File: src/rtl/mont_pkg.sv
// Shared definitions for the Montgomery sequencer and the top-level command FSM:
// state encoding, phase constants and the default iteration count.
package mont_pkg;

    typedef enum logic [2:0] {
        ST_IDLE    = 3'd0,
        ST_CLEAR   = 3'd1,
        ST_ITER    = 3'd2,
        ST_RESOLVE = 3'd3,
        ST_SUB     = 3'd4,
        ST_DONE    = 3'd5
    } mont_state_t;

    localparam logic [3:0] PHASE_LAST = 4'd5;
    localparam logic [3:0] PHASE_IDLE = 4'hF;
    localparam int         N_ITER_DEF = 128;

endpackage

File: src/rtl/mont_phase_ctr.sv
// Chunk phase counter 0..5 for the resolve and subtract passes; parks at PHASE_IDLE
// whenever neither load nor enable is asserted, which freezes the datapath.
module mont_phase_ctr
    import mont_pkg::*;
(
    input  logic       clk,
    input  logic       resetn,
    input  logic       load,
    input  logic       en,
    output logic [3:0] phase,
    output logic       last
);

    always_ff @(posedge clk or negedge resetn) begin
        if (!resetn) begin
            phase <= PHASE_IDLE;
        end else if (load) begin
            phase <= 4'd0;
        end else if (en) begin
            phase <= phase + 4'd1;
        end else begin
            phase <= PHASE_IDLE;
        end
    end

    assign last = (phase == PHASE_LAST);

endmodule

File: src/rtl/mont_adder_sequencer.sv
// Sequences the carry-save adder datapath through clear, N_ITER iterations, resolve and
// conditional-subtract passes. Optional MONT_SEQ_PERF_EN adds cyc_cnt and sub_passes.
module mont_adder_sequencer
    import mont_pkg::*;
#(
    parameter int N_ITER  = N_ITER_DEF,
    parameter int MAX_SUB = 3
) (
    input  logic        clk,
    input  logic        resetn,
    input  logic        start,
    input  logic        subtract_finished,
    output logic        dp_clear_n,
    output logic        c_doubleshift,
    output logic [3:0]  phase,
    output logic        subtract,
    output logic [6:0]  iter_idx,
    output logic        busy,
    output logic        done,
    output logic        err
`ifdef MONT_SEQ_PERF_EN
    ,
    output logic [15:0] cyc_cnt,
    output logic [1:0]  sub_passes
`endif
);

    localparam logic [6:0] ITER_LAST = 7'(N_ITER - 1);
    localparam logic [1:0] SUB_LAST  = 2'(MAX_SUB - 1);

    mont_state_t state, next_state;
    logic [1:0]  pass_cnt;
    logic        pass_clr, pass_inc, set_err;
    logic        ph_load, ph_en, ph_last;

    mont_phase_ctr u_phase_ctr (
        .clk    (clk),
        .resetn (resetn),
        .load   (ph_load),
        .en     (ph_en),
        .phase  (phase),
        .last   (ph_last)
    );

    always_comb begin
        next_state = state;
        ph_load    = 1'b0;
        ph_en      = 1'b0;
        pass_clr   = 1'b0;
        pass_inc   = 1'b0;
        set_err    = 1'b0;
        case (state)
            ST_IDLE:  if (start) next_state = ST_CLEAR;
            ST_CLEAR: next_state = ST_ITER;
            ST_ITER: begin
                if (iter_idx == ITER_LAST) begin
                    next_state = ST_RESOLVE;
                    ph_load    = 1'b1;
                end
            end
            ST_RESOLVE: begin
                if (ph_last) begin
                    next_state = ST_SUB;
                    ph_load    = 1'b1;
                    pass_clr   = 1'b1;
                end else begin
                    ph_en = 1'b1;
                end
            end
            ST_SUB: begin
                // Underflow on the last chunk means the previous pass already holds the result
                if (ph_last) begin
                    if (subtract_finished) begin
                        next_state = ST_DONE;
                    end else if (pass_cnt == SUB_LAST) begin
                        next_state = ST_DONE;
                        set_err    = 1'b1;
                    end else begin
                        pass_inc = 1'b1;
                        ph_load  = 1'b1;
                    end
                end else begin
                    ph_en = 1'b1;
                end
            end
            ST_DONE: next_state = ST_IDLE;
            default: next_state = ST_IDLE;
        endcase
    end

    // Outputs are decoded from next_state and registered so they align with the state they describe
    always_ff @(posedge clk or negedge resetn) begin
        if (!resetn) begin
            state         <= ST_IDLE;
            dp_clear_n    <= 1'b1;
            c_doubleshift <= 1'b0;
            subtract      <= 1'b0;
            iter_idx      <= 7'd0;
            busy          <= 1'b0;
            done          <= 1'b0;
            err           <= 1'b0;
            pass_cnt      <= 2'd0;
        end else begin
            state         <= next_state;
            dp_clear_n    <= (next_state != ST_CLEAR);
            c_doubleshift <= (next_state == ST_ITER);
            subtract      <= (next_state == ST_SUB);
            done          <= (next_state == ST_DONE);
            busy          <= (next_state != ST_IDLE);
            iter_idx      <= (state == ST_ITER && next_state == ST_ITER) ? iter_idx + 7'd1 : 7'd0;
            if (state == ST_IDLE && start) begin
                err <= 1'b0;
            end else if (set_err) begin
                err <= 1'b1;
            end
            if (pass_clr) begin
                pass_cnt <= 2'd0;
            end else if (pass_inc) begin
                pass_cnt <= pass_cnt + 2'd1;
            end
        end
    end

`ifdef MONT_SEQ_PERF_EN
    // The accepting IDLE cycle counts as the first cycle of the operation
    always_ff @(posedge clk or negedge resetn) begin
        if (!resetn) begin
            cyc_cnt    <= 16'd0;
            sub_passes <= 2'd0;
        end else begin
            if (state == ST_IDLE && start) begin
                cyc_cnt <= 16'd1;
            end else if (busy && cyc_cnt != 16'hFFFF) begin
                cyc_cnt <= cyc_cnt + 16'd1;
            end
            if (state == ST_SUB && next_state == ST_DONE) begin
                sub_passes <= pass_cnt;
            end
        end
    end
`endif

endmodule

File: config.mk
export PLATFORM = sky130hd
export DESIGN_NAME = mont_adder_sequencer
export DESIGN_NICKNAME = d
export VERILOG_FILES = /design/src/rtl/mont_pkg.sv /design/src/rtl/mont_phase_ctr.sv /design/src/rtl/mont_adder_sequencer.sv
export SDC_FILE = /design/constraint.sdc
export NUM_CORES = 1
export LEC_CHECK = 0
export ABC_AREA = 1
export CORE_MARGIN = 4
export CORE_UTILIZATION = 50
export CTS_CLUSTER_SIZE = 28
export DETAILED_ROUTE_END_ITERATION = 6
export MAX_ROUTING_LAYER = met4
export PLACE_DENSITY = 0.9
export SLEW_MARGIN = 20
export SYNTH_ARGS = -nofsm -noshare
export SYNTH_HDL_FRONTEND = slang
export SYNTH_HIERARCHICAL = 1
export SYNTH_SLANG_ARGS = --single-unit
File: constraint.sdc
create_clock -name clk -period 2.6 [get_ports clk]
set_input_delay 0.52 -clock clk [delete_from_list [all_inputs] [get_ports clk]]
set_output_delay 0.52 -clock clk [all_outputs]
set_load 0.03 [all_outputs]
### Word level (Yosys, flattened, before mapping)

Index checks and enable logic that the tools add are counted.

| word-level totals | value |
|---|---|
| bits in registers | 22 |
| input port bits | 4 |
| output and inout port bits | 17 |
| logic and storage cells | 59 |

| cells by class | value |
|---|---|
| add/sub/neg operators | 3 |
| equality and inequality tests | 11 |
| mux-type cells | 28 |
| reductions and logical operators | 7 |

Operators with widths:

| operator | count |
|---|---|
| 2-to-1 mux 3 bit | 6 |
| 2-to-1 mux 1 bit | 15 |
| case mux 3 bit (5 select lines) | 1 |
| == test 3 x 2 -> 1 bit (second input constant) | 3 |
| == test 3 bit (second input constant) | 3 |
| 2-to-1 mux 4 bit | 2 |
| adder 7 x 1 -> 7 bit (second input constant) | 1 |
| == test 7 bit (second input constant) | 1 |
| 2-to-1 mux 7 bit | 1 |
| adder 4 x 1 -> 4 bit (second input constant) | 1 |
| == test 4 x 3 -> 1 bit (second input constant) | 1 |
| 2-to-1 mux 2 bit | 2 |
| nonzero test 2 bit | 2 |
| == test 3 x 1 -> 1 bit (second input constant) | 1 |
| zero test 3 bit | 1 |
| inequality test 3 x 1 -> 1 bit (second input constant) | 1 |
| case mux 1 bit (3 select lines) | 1 |
| nonzero test 3 bit | 1 |
| adder 2 x 1 -> 2 bit (second input constant) | 1 |
| == test 2 bit (second input constant) | 1 |
| logical AND 1 bit | 2 |
| OR reduction 2 bit | 1 |

### Depth between registers and ports, before layout

Gate-level depths: netlist of the first run.

| depth | value |
|---|---|
| depth in word-level cells | 8 |
| depth in mapped cells | 11 |
| mapped depth without buffers | 11 |

### Cells and area by module

Netlist of the first run, hierarchy kept.

Modules (own cells, without submodules):

| module | times used | cells each | area each (sq um) | seq. area each (sq um) |
|---|---|---|---|---|
| mont_adder_sequencer | 1 | 85 | 815.8 | 451.7 |
| mont_phase_ctr | 1 | 23 | 207.7 | 105.1 |

### Worst setup path before layout of the first run

Ideal clock, no wire load.

| timing path | value |
|---|---|
| path kind | register to register |
| start point | register u_phase_ctr.phase[0] |
| end point | register u_phase_ctr.phase[2] |
| library setup time | 0.078 ns |
| arrival time | 1.568 ns |
| data required time | 2.522 ns |
| slack | 0.954 ns |
| cell stages (with the launch flop) | 11 |
| buffers on the path | 0 |
| clock period less this slack | 1.646 ns |
| path through | dfstp_2 ha_1 nand2_1 nor2_1 inv_1 nor2_1 nand2_1 nand3_1 inv_1 o21ai_0 inv_1 |

| between the ends | value |
|---|---|
| elaborated cells between the ends (all ways) | 9 |
| classes of those cells | add/sub (1); eq/ne (1); mux (7) |

RTL lines:

| item | line | RTL |
|---|---|---|
| start, declared | mont_phase_ctr.sv:10 | `output logic [3:0] phase,` |
| start signal, assigned | mont_phase_ctr.sv:20 | `phase <= phase + 4'd1;` |
| == test 4 x 3 -> 1 bit * | mont_phase_ctr.sv:26 | `assign last = (phase == PHASE_LAST);` |
| via ph_last | mont_adder_sequencer.sv:34 | `logic ph_load, ph_en, ph_last;` |
| 2-to-1 mux 1 bit, on equally long branches | mont_adder_sequencer.sv:72, mont_adder_sequencer.sv:62 |  |
| case mux 1 bit (3 select lines) * | mont_adder_sequencer.sv:52 | `case (state)` |
| via ph_load | mont_adder_sequencer.sv:34 |  |
| 2-to-1 mux 4 bit * | mont_phase_ctr.sv:17 | `end else if (load) begin` |

Mark *: on every way through the listed nets, which the timed path passes. The rest lies on a longest branch.
A chain may end at the register's enable or synchronous reset.

### Worst setup path after layout of the first run

| timing path | value |
|---|---|
| start point | register u_phase_ctr.phase[0] |
| end point | output phase[0] |

RTL lines:

| item | line | RTL |
|---|---|---|
| end, declared | mont_adder_sequencer.sv:15 | `output logic [3:0] phase,` |

No word-level cell between the ends.

==> run metrics, run 1 <==
status complete, no violations; via count of the first global-routing pass 755; Max-slew headroom 0.662; Synthesized Nets 116; Hold Buf Count CTS 0; Synth async-reset ratio 1.00; synthesis-stage register bit count 22; synth top area cells dfrtp_1, dfstp_2, inv_1; Netlist Area Pre-Place 1020 sq um; synth unique cells 21; Placer Congestion 0.770; Max Cap Violations 0; fraction of layout cells with a size suffix above 1 0.158; Fill cells 182; crit path DAT 1560 ps; Antenna diodes 0; antenna violations before repair 0; final hold violations 0; placed cells 156; vias 735; Post-CTS Repair Setup Buffers 0; first-pass GRT wire length 3170 um; Die Ht 53.2 um; number of buffers created by CTS 3; CTS tree built; reg2reg path depth 9; Synth-to-Final Area Change 27.1%; DRT Wirelength 1780 um; crit share post-route 0.801; Data required, critical path 2080 ps; crit path cell chain clkdlybuf4s50_1; largest net degree at the start of global routing 13; nature of the critical path startpoint register; Hold Crit Class reg -> reg; Slew @ Worst Pin 506 ps; fmax 480 MHz; CP Depth 1; WHS Path Cells 2; Final HPWL DP 1420 um; cell taking the most area after synthesis dfrtp_1; Tot Pwr 0.539 mW; finished layout cell area 1300 sq um; Crit Path Max Fanout 6; top cell type's share of synthesized area 0.416; Core ar. 1960 sq um; CTS Sinks 22; clock-pin transition on the worst setup and hold timing paths 110 ps; Seq/Total Area, Yosys 0.544; Critical Path Slowest Stage Cell clkdlybuf4s50_1; Peak VDD IR 0.337 mV; Global Route Usage Sum 0.155; Site Rows 16; drt pass-1 iters 4; Clock Latency Late Sink 290 ps; max-slew violations 0; Setup TNS 0 ps; number of synthesis warnings 6; Tmin final 2080 ps; Routed WL per cell 11.1 um; Post-synth EDFFs 0; Worst Hold Margin 508 ps; Die ar. 2840 sq um; # DRC 0; Commonest cells post-synth inv_1, dfrtp_1, nor2_1; DRT antenna net count 0; Mapped Cells 108; crit-path max cell delay 680 ps; RSZ-0062 raised after global routing false; Non-Filler Instances 160; Buf/Inv on CP 1; CTS root buf clkbuf_4; post_cts resized 0; Syn Area/Cell 9.48 sq um; area of placed instances 1260 sq um; clk buf depth 2; Port Buffers 20; H-tree levels 1; I/O Pins 21; final setup violation count 0; Synth Flop Type dfrtp_1; P_leak 0.629 nW; PD cells 414 nW/um^2; initial drt markers 11; initial core utilization 0.522; DIE WIDTH 53.2 um; Clock Skews 4.44 ps; vias per cell 4.59; NumNets Final 142; critical path type reg -> out; Congestion Overflow GR 0; Crit path max-delay family buffers and inverters; CP Capture Type primary output; top-count cell post-synth inv_1
layout by cell type, fill, tap and decap left out:
master and n:
nor2_2 2, o21ai_0 3, nor2_1 16, a21oi_1 3, dfstp_2 5, nor2_4 2, dfrtp_1 17, ha_1 4
nand2_1 13, nand4_1 2, nand4_2 1, o41ai_1 1, nand2_2 2, nand3_1 8, buf_4 1, inv_1 19
xnor2_1 1, nor3_2 2, clkbuf_8 1, o21a_1 1, clkdlybuf4s50_1 20, xor2_1 4, inv_2 1, nand3_2 1
clkbuf_4 3
power breakdown:
| group | switching (mW) | internal (mW) | total [mW] |
|---|---|---|---|
| combinational | 0.0100 | 0.00702 | 0.0171 |
| clock | 0.0933 | 0.0852 | 0.179 |
| sequential | 0.000378 | 0.343 | 0.344 |
| total | 0.104 | 0.436 | 0.539 |
sequential cells by signal, summed over array words and instances (netlist names):
name / flops
iter_idx: 7
u_phase_ctr/phase: 4
state: 3
pass_cnt: 2
busy: 1
c_doubleshift: 1
done: 1
dp_clear_n: 1
err: 1
subtract: 1
worst paths after layout:
path | endpoint | from | slack [ps]
worst min register to register | err$_DFFE_PN0P_ | err$_DFFE_PN0P_ | 510
worst min-delay path | err$_DFFE_PN0P_ | err$_DFFE_PN0P_ | 510
worst max register to register | iter_idx[2]$_DFF_PN0_ | u_phase_ctr/phase[0]$_DFF_PN1_ | 840
max in group asynchronous | u_phase_ctr/phase[0]$_DFF_PN1_ | resetn | 1430
worst max-delay path | phase[0] | u_phase_ctr/phase[0]$_DFF_PN1_ | 520
min in group asynchronous | done$_DFF_PN0_ | resetn | 550
layer usage:
metal | vias to the layer above | global-route usage | part of all wire
met5 | - | - | 0
met4 | 0 | 0.0511 | 0
met3 | 0 | 0.0366 | 0.065
met2 | 18 | 0.245 | 0.48
met1 | 332 | 0.196 | 0.45
li1 | 385 | - | -
area by class of cell:
class / count / area, sq um / area share
sequential: 22 / 557 / 0.428
multi-input combinational: 66 / 392 / 0.301
timing repair buffer: 21 / 208 / 0.160
inverter: 20 / 75.1 / 0.0577
clock buffer: 4 / 36.3 / 0.0279
tap: 27 / 33.8 / 0.0260
metrics by stage:
step           utilization  setup WS (ps)
6_report             0.663            518
5_1_grt              0.663            457
4_1_cts              0.663            499
3_5_place_dp         0.645            843
3_3_place_gp         0.645            852
2_1_floorplan            -            954
cells by family after synthesis:
kind of cell / after synthesis / share of synthesized area
adders and majority gates: 4 / 0.0489
and+or+nand+nor: 49 / 0.246
DFF: 22 / 0.544
buffers and inverters: 20 / 0.0733
AOI/OAI and AO/OA: 8 / 0.0452
xor gates and xnor gates: 5 / 0.0428
Power figures use the tool's default switching activity.
==> inputs of run 2 (changes only) <==
CORE_UTILIZATION = 49   (was 50)
PLACE_DENSITY = 0.89   (was 0.9)
clock period = 2.1 ns   (was 2.6 ns; I/O delays follow)
==> run 2 against run 1 <==
Compared with the run above:
- worst hold slack got worse by 74 ps
- worst setup slack got worse by 440 ps
- critical path depth unchanged
- clock-buffer cell count unchanged
- sequential power increased by 24%
- cell count unchanged
- sequential share of layout area unchanged
- combinational power increased by 23%
- first-iteration DRC count decreased by 18%
- clock skew increased by 1.2 ps
- final area unchanged
- register-to-register slack got worse by 480 ps
- critical path type unchanged
- highest routed layer is now met4
==> run metrics, run 2 (same netlist as run 1, synthesis figures left out) <==
Global Route Usage Sum 0.151; Synth-to-Final Area Change 27.1%; Setup TNS 0 ps; Crit path max-delay family buffers and inverters; Post-CTS Repair Setup Buffers 0; Top Registers iter_idx: 7 flops, u_phase_ctr/phase: 4 flops, state: 3 flops; nature of the critical path startpoint register; antenna violations before repair 0; Tmin final 2020 ps; critical path type reg -> out; number of buffers created by CTS 3; Fill cells 143; max-slew violations 0; reg2reg path depth 10; Hold Buf Count CTS 0; Data required, critical path 1680 ps; vias 751; fmax 495 MHz; DRT Wirelength 1810 um; Clock Latency Late Sink 310 ps; Clock Skews 5.63 ps; Site Rows 16; drt pass-1 iters 4; Hold Crit Class in -> async; Core ar. 1980 sq um; PD cells 523 nW/um^2; clk buf depth 2; initial drt markers 9; I/O Pins 21; Antenna diodes 0; Port Buffers 20; fin util 0.657; clock-pin transition on the worst setup and hold timing paths 120 ps; commonest non-fill, non-tap cells in the layout clkdlybuf4s50_1, inv_1, dfrtp_1; DRT antenna net count 0; Placer Congestion 0.956; Max Cap Violations 0; initial core utilization 0.516; via count of the first global-routing pass 691; crit path DAT 1600 ps; CTS root buf clkbuf_4; NumNets Final 142; commonest non-fill, non-tap cell in the layout clkdlybuf4s50_1; status complete, no violations; largest net degree at the start of global routing 23; max FFs per register 7; Critical Path Slowest Stage Cell clkdlybuf4s50_1; H-tree levels 1; most flop-heavy register iter_idx; P_leak 0.629 nW; Buf/Inv on CP 1; reg-to-reg endpoint u_phase_ctr/phase[2]$_DFF_PN1_; first-pass GRT wire length 3040 um; Die Ht 53.7 um; CTS tree built; crit-path max cell delay 690 ps; RSZ-0062 raised after global routing false; Congestion Overflow GR 0; CP Capture Type primary output; # DRC 0; reg2reg setup slack 360 ps; Final HPWL DP 1360 um; final setup violation count 0; DIE WIDTH 53.7 um; reg2reg start u_phase_ctr/phase[0]$_DFF_PN1_; vias per cell 4.69; fraction of layout cells with a size suffix above 1 0.158; Crit Path Max Fanout 6; Die ar. 2880 sq um; Routed WL per cell 11.3 um; Max-slew headroom 0.779; crit share post-route 0.962; final hold violations 0; Peak VDD IR 0.338 mV; crit path cell chain clkdlybuf4s50_1; Slew @ Worst Pin 330 ps; CTS Sinks 22; post_cts resized 0
run 2: per-layer routing:
layer / wire length [um] / share of wire / track usage / vias up
li1: - / - / - / 386
met1: 834 / 0.46 / 0.196 / 347
met2: 862 / 0.48 / 0.226 / 16
met3: 86 / 0.048 / 0.0360 / 2
met4: 23 / 0.013 / 0.0638 / 0
met5: 0 / 0 / - / -
run 2: power breakdown:
part           total (mW)  internal, mW  switching (mW)
Sequential          0.425         0.425        0.000439
Combinational      0.0210       0.00871          0.0123
Clock               0.234         0.106           0.129
Total               0.681         0.540           0.141
run 2: worst register-to-register path: cells and delay by family, from the launching register on:
kind                       cells  cell delay, ps
buffers and inverters          3             250
and+or+nand+nor                5             620
AOI/OAI and AO/OA              1              80
DFF                            1             600
adders and majority gates      1             150
run 2: final cells by class:
cell class | count | area [sq um] | area share
flip-flops and latches | 22 | 557 | 0.428
multi-input cells | 66 | 392 | 0.301
repair buffers | 21 | 208 | 0.160
inverters | 20 | 75.1 | 0.0577
clock buffers | 4 | 36.3 | 0.0279
well taps | 27 | 33.8 | 0.0260
run 2: worst max path at each step:
| stage | start | endpoint | slack [ps] | depth (start not counted) |
|---|---|---|---|---|
| 2_1_floorplan | u_phase_ctr/phase[0]$_DFF_PN1_ | u_phase_ctr/phase[2]$_DFF_PN1_ | 450 | 10 |
| 3_3_place_gp | u_phase_ctr/phase[0]$_DFF_PN1_ | phase[0] | 450 | 1 |
| 3_5_place_dp | u_phase_ctr/phase[0]$_DFF_PN1_ | u_phase_ctr/phase[2]$_DFF_PN1_ | 390 | 10 |
| 4_1_cts | u_phase_ctr/phase[0]$_DFF_PN1_ | phase[0] | 70 | 1 |
| 5_1_grt | u_phase_ctr/phase[0]$_DFF_PN1_ | phase[0] | 40 | 1 |
| 6_report | u_phase_ctr/phase[0]$_DFF_PN1_ | phase[0] | 80 | 1 |
run 2: through the flow:
step	setup slack [ps]	hold slack [ps]	cells	power, mW	instance area [sq um]
floorplan	454	124	108	0.437	1020
CTS	69.1	432	160	0.688	1300
global route	40.5	438	160	0.706	1300
global placement	451	483	156	0.455	1260
detailed placement	392	469	156	0.455	1260
finish	80.6	434	160	0.681	1300
